`src/rtl/control.sv`:
```
// Multicycle control FSM for the LC-3b core: sequences fetch/decode/execute and
// decodes the current state into datapath load enables, mux selects and memory requests.
module control (
  input  logic       clk,
  input  logic       reset,
  input  logic [3:0] opcode,
  input  logic       branch_enable,
  input  logic       mem_resp,
  output logic       load_pc,
  output logic       load_ir,
  output logic       load_regfile,
  output logic       load_mar,
  output logic       load_mdr,
  output logic       load_cc,
  output logic       pcmux_sel,
  output logic       storemux_sel,
  output logic       alumux_sel,
  output logic       regfilemux_sel,
  output logic       marmux_sel,
  output logic       mdrmux_sel,
  output logic [2:0] aluop,
  output logic       mem_read,
  output logic       mem_write,
  output logic [1:0] mem_byte_enable
);

  localparam logic [3:0] OpBr  = 4'b0000;
  localparam logic [3:0] OpAdd = 4'b0001;
  localparam logic [3:0] OpAnd = 4'b0101;
  localparam logic [3:0] OpLdr = 4'b0110;
  localparam logic [3:0] OpStr = 4'b0111;
  localparam logic [3:0] OpNot = 4'b1001;

  localparam logic [2:0] AluAdd  = 3'b000;
  localparam logic [2:0] AluAnd  = 3'b001;
  localparam logic [2:0] AluNot  = 3'b010;
  localparam logic [2:0] AluPass = 3'b011;

  typedef enum logic [3:0] {
    StFetch1,
    StFetch2,
    StFetch3,
    StDecode,
    StAdd,
    StAnd,
    StNot,
    StBr,
    StBrTaken,
    StCalcAddr,
    StLdr1,
    StLdr2,
    StStr1,
    StStr2
  } state_e;

  state_e state_q, state_d;

  always_ff @(posedge clk) begin
    if (reset) begin
      state_q <= StFetch1;
    end else begin
      state_q <= state_d;
    end
  end

  assign mem_byte_enable = 2'b11;

  always_comb begin
    state_d        = state_q;
    load_pc        = 1'b0;
    load_ir        = 1'b0;
    load_regfile   = 1'b0;
    load_mar       = 1'b0;
    load_mdr       = 1'b0;
    load_cc        = 1'b0;
    pcmux_sel      = 1'b0;
    storemux_sel   = 1'b0;
    alumux_sel     = 1'b0;
    regfilemux_sel = 1'b0;
    marmux_sel     = 1'b0;
    mdrmux_sel     = 1'b0;
    aluop          = AluAdd;
    mem_read       = 1'b0;
    mem_write      = 1'b0;

    unique case (state_q)
      StFetch1: begin
        load_mar = 1'b1;
        load_pc  = 1'b1;
        state_d  = StFetch2;
      end
      StFetch2: begin
        mem_read = 1'b1;
        load_mdr = 1'b1;
        if (mem_resp) state_d = StFetch3;
      end
      StFetch3: begin
        load_ir = 1'b1;
        state_d = StDecode;
      end
      StDecode: begin
        case (opcode)
          OpAdd:        state_d = StAdd;
          OpAnd:        state_d = StAnd;
          OpNot:        state_d = StNot;
          OpBr:         state_d = StBr;
          OpLdr, OpStr: state_d = StCalcAddr;
          default:      state_d = StFetch1;
        endcase
      end
      StAdd, StAnd, StNot: begin
        load_regfile = 1'b1;
        load_cc      = 1'b1;
        if (state_q == StAnd) aluop = AluAnd;
        else if (state_q == StNot) aluop = AluNot;
        state_d = StFetch1;
      end
      StBr: begin
        state_d = branch_enable ? StBrTaken : StFetch1;
      end
      StBrTaken: begin
        pcmux_sel = 1'b1;
        load_pc   = 1'b1;
        state_d   = StFetch1;
      end
      StCalcAddr: begin
        alumux_sel = 1'b1;
        marmux_sel = 1'b1;
        load_mar   = 1'b1;
        state_d    = (opcode == OpLdr) ? StLdr1 : StStr1;
      end
      StLdr1: begin
        mem_read = 1'b1;
        load_mdr = 1'b1;
        if (mem_resp) state_d = StLdr2;
      end
      StLdr2: begin
        regfilemux_sel = 1'b1;
        load_regfile   = 1'b1;
        load_cc        = 1'b1;
        state_d        = StFetch1;
      end
      StStr1: begin
        storemux_sel = 1'b1;
        aluop        = AluPass;
        mdrmux_sel   = 1'b1;
        load_mdr     = 1'b1;
        state_d      = StStr2;
      end
      StStr2: begin
        storemux_sel = 1'b1;
        mem_write    = 1'b1;
        if (mem_resp) state_d = StFetch1;
      end
      default: state_d = StFetch1;
    endcase

    // Reset gates every side effect in the same cycle, before the register recovers.
    if (reset) begin
      load_pc      = 1'b0;
      load_ir      = 1'b0;
      load_regfile = 1'b0;
      load_mar     = 1'b0;
      load_mdr     = 1'b0;
      load_cc      = 1'b0;
      mem_read     = 1'b0;
      mem_write    = 1'b0;
    end
  end

endmodule

```
`config.mk`:
```
export PLATFORM = sky130hd
export DESIGN_NAME = control
export DESIGN_NICKNAME = d
export VERILOG_FILES = /design/src/rtl/control.sv
export SDC_FILE = /design/constraint.sdc
export NUM_CORES = 1
export LEC_CHECK = 0
export CORE_MARGIN = 3
export CORE_UTILIZATION = 35
export CTS_CLUSTER_DIAMETER = 200
export DETAILED_ROUTE_END_ITERATION = 8
export GPL_TIMING_DRIVEN = 0
export PLACE_DENSITY = 0.72
export SLEW_MARGIN = 25
export SYNTH_ARGS = -nofsm -noshare
export SYNTH_HDL_FRONTEND = slang
export SYNTH_SLANG_ARGS = --single-unit
```
`constraint.sdc`:
```
create_clock -name clk -period 1.2 [get_ports clk]
set_clock_uncertainty 0.05 [all_clocks]
set_input_delay 0.12 -clock clk [delete_from_list [all_inputs] [get_ports clk]]
set_output_delay 0.12 -clock clk [all_outputs]
set_load 0.01 [all_outputs]
```
==> run metrics <==
largest vdd supply drop 0.551 mV; DR vias 945; Metal-1 WL 1220 um; simple-gate share of the synthesized area 0.394; met2 WL post-DR 1490 um; final antenna-violating net count 0; share of the clock period used by the worst path after layout 1.36; startpoint kind of the worst setup timing path flop; DR DRC count 0; Die Height 46.0 um; Bufs on Longest Clock Path 2; Finish-stage setup viols 19; Design Power 685 uW; arithmetic-cell share of the synthesized area counting full adders, half adders and majority gates 0; dominant combinational cell family by area after synthesis simple AND/OR/NAND/NOR gates; clock sinks 4; number of library cell types mapped by synthesis 35; cell leakage power 0.646 nW; number of pins with negative max-slew slack in the final report 0; final worst-path setup slack -0.435 ns; failing checks setup timing; initial standard-cell utilization of the core 0.400; Mapped Area 559 sq um; end point of the worst hold path state_q[3]; pre-CTS setup slack -0.601 ns; Layout area overhead 139%; reg-to-reg endpoint state_q[0]; FF-to-FF Start state_q[3]; setup repair after global routing missed its margin yes; synthesized netlist cell count 80; largest register by flop count state_q; mean post-synth cell area 6.99 sq um; Worst Setup Path Type reg2out; final weighted congestion in routability-driven placement 0.793; biggest registers after layout state_q: 4 flops; clock tree from TritonCTS done; leading cell types in the layout, fill and taps excluded sky130_fd_sc_hd__buf_4, sky130_fd_sc_hd__buf_6, sky130_fd_sc_hd__buf_2; routed wl met3 277 um; Die Area 2110 sq um; Post-Route WL 3140 um; number of H-tree levels 1; EDFF count, synth 0; latest clock arrival within the worst-skew pair 0.25 ns; top routing layer in use met4; pin count of the biggest net entering global routing 11; detailed-placement wirelength estimate 1170 um; Top-Level Pins 27; Hold Vio Cnt, Final 0; number of detailed-route iterations in the first pass 5; flop-to-flop setup slack -0.26 ns; hold path start reset; final global-route overflow total 0; most frequent standard cell in the layout excluding fill and tap cells sky130_fd_sc_hd__buf_4; Critical Path RT 1.03 ns; Worst Reg-to-Reg Cells 5; aggregate global-route resource usage 0.243; clock slew at the register clock pins of the worst setup and hold paths 0.04 ns; core area 1400 sq um; number of port buffers 22; maxcap violations 0; power density cells 513 nW/um^2; area share of xor/xnor cells in the synthesized design 0.0626; Hold Path Depth 2; die outline width 46.0 um; number of design-rule violations left by the first detailed-router iteration 59; wire per inst 21.2 um; final critical-path required period 1.63 ns; number of antenna cells inserted 0; cell chosen for the clock root sky130_fd_sc_hd__clkbuf_4; vias in the first global route 769; achievable clock frequency 612 MHz; total clock buffers created by CTS 3; max reg flops 4; Max Fanout on Critical Path 5; type of destination of the critical path output pin; Cell Rows 13; hold bufs inserted after CTS 0; Yosys warnings 0; WP data arrival 1.46 ns; worst hold-check path type in2reg; area fraction in compound gates after synthesis 0.224; final core area utilization 0.955; share of flip-flops with an asynchronous set or reset 0; #FFs+latches synth 4; wire length of the first global-routing pass 3640 um; share of cells above drive strength 1 0.677; via density per instance 6.39; number of antenna violations at the first check in global routing 0; portion of netlist area occupied by mux cells 0; status finished, violations left; sequential cell area fraction in the yosys report 0.143; dominant synthesized flop cell sky130_fd_sc_hd__dfxtp_1; total number of nets in the final design 143
[power breakdown]
part           internal (mW)  switching [mW]
logic                  0.186           0.166
clock network          0.113          0.0693
registers              0.136          0.0153
[how the worst max path moves through the flow]
stage,slack [ns],startpoint,cells after the start,to
global route,-0.49,state_q[1],6,load_mdr
CTS,-0.36,state_q[2],6,load_mdr
global placement,-0.59,state_q[1],4,load_ir
floorplan,-0.11,state_q[1],5,load_regfile
detailed placement,-0.60,state_q[1],6,load_regfile
finish,-0.43,state_q[1],6,load_mdr
[kinds of logic (layout without fill, tap and decap cells)]
| logic type | Yosys count | in the layout |
|---|---|---|
| AOI/OAI and AO/OA | 17 | 17 |
| DFF | 4 | 4 |
| xor gates and xnor gates | 4 | 4 |
| and+or+nand+nor | 38 | 38 |
| other | 2 | 3 |
| buffers and inverters | 15 | 67 |
[synth_stat cells (2+ instances only)]
cell type | count | share of area
sky130_fd_sc_hd__inv_1 | 2 | 0.013
sky130_fd_sc_hd__or3_1 | 2 | 0.022
sky130_fd_sc_hd__buf_4 | 8 | 0.11
sky130_fd_sc_hd__buf_2 | 4 | 0.036
sky130_fd_sc_hd__o21ai_0 | 2 | 0.018
sky130_fd_sc_hd__nor4bb_1 | 2 | 0.036
sky130_fd_sc_hd__a21oi_1 | 5 | 0.045
sky130_fd_sc_hd__xor2_1 | 3 | 0.047
sky130_fd_sc_hd__nand2_1 | 6 | 0.040
sky130_fd_sc_hd__dfxtp_1 | 4 | 0.14
sky130_fd_sc_hd__conb_1 | 2 | 0.013
sky130_fd_sc_hd__nand4bb_1 | 2 | 0.040
sky130_fd_sc_hd__nor4_1 | 2 | 0.022
sky130_fd_sc_hd__nand2b_1 | 2 | 0.022
sky130_fd_sc_hd__nor3_1 | 3 | 0.027
sky130_fd_sc_hd__a211o_1 | 2 | 0.031
sky130_fd_sc_hd__nor2_1 | 10 | 0.067
sky130_fd_sc_hd__a31oi_1 | 2 | 0.022
[what timing repair did]
item	4_1_cts	5_1_grt
endpoints found under the setup margin	19	20
buffers inserted	17	10
pin swaps	15	16
cloned	2	1
resized for setup	97	35
[critical path: stages, from the launching register on]
cell                      delay, ns
sky130_fd_sc_hd__dfxtp_4       0.34
sky130_fd_sc_hd__buf_6         0.13
sky130_fd_sc_hd__buf_6         0.11
sky130_fd_sc_hd__nor4b_4       0.27
sky130_fd_sc_hd__a31oi_1       0.09
sky130_fd_sc_hd__nor2_1        0.13
sky130_fd_sc_hd__buf_2         0.15
[layout make-up]
type / instances / area (sq um)
clock buffer: 3 / 22.5
inverter: 2 / 11.3
tap: 15 / 18.8
multi-input combinational: 62 / 583
sequential: 4 / 95.1
buffer: 11 / 131
timing repair buffer: 51 / 474
fill: 32 / 62.6
[layer usage]
layer / vias to the layer above / global-route usage
met4: 0 / 0.0341
met3: 30 / 0.0474
li1: 388 / -
met2: 86 / 0.478
met1: 441 / 0.265
met5: - / 0
[stage by stage]
stage | TNS (ns) | std cells | area, sq um | hold WS (ns)
after floorplan | -0.203 | 81 | 637 | 0.262
after global placement | -7.89 | 118 | 876 | 0.353
after detailed placement | -8.15 | 118 | 876 | 0.351
after CTS | -4.72 | 140 | 1150 | 0.104
after global routing | -5.60 | 148 | 1340 | 0.135
final | -5.09 | 148 | 1340 | 0.137
No activity file was read; power rests on OpenSTA's default activity.
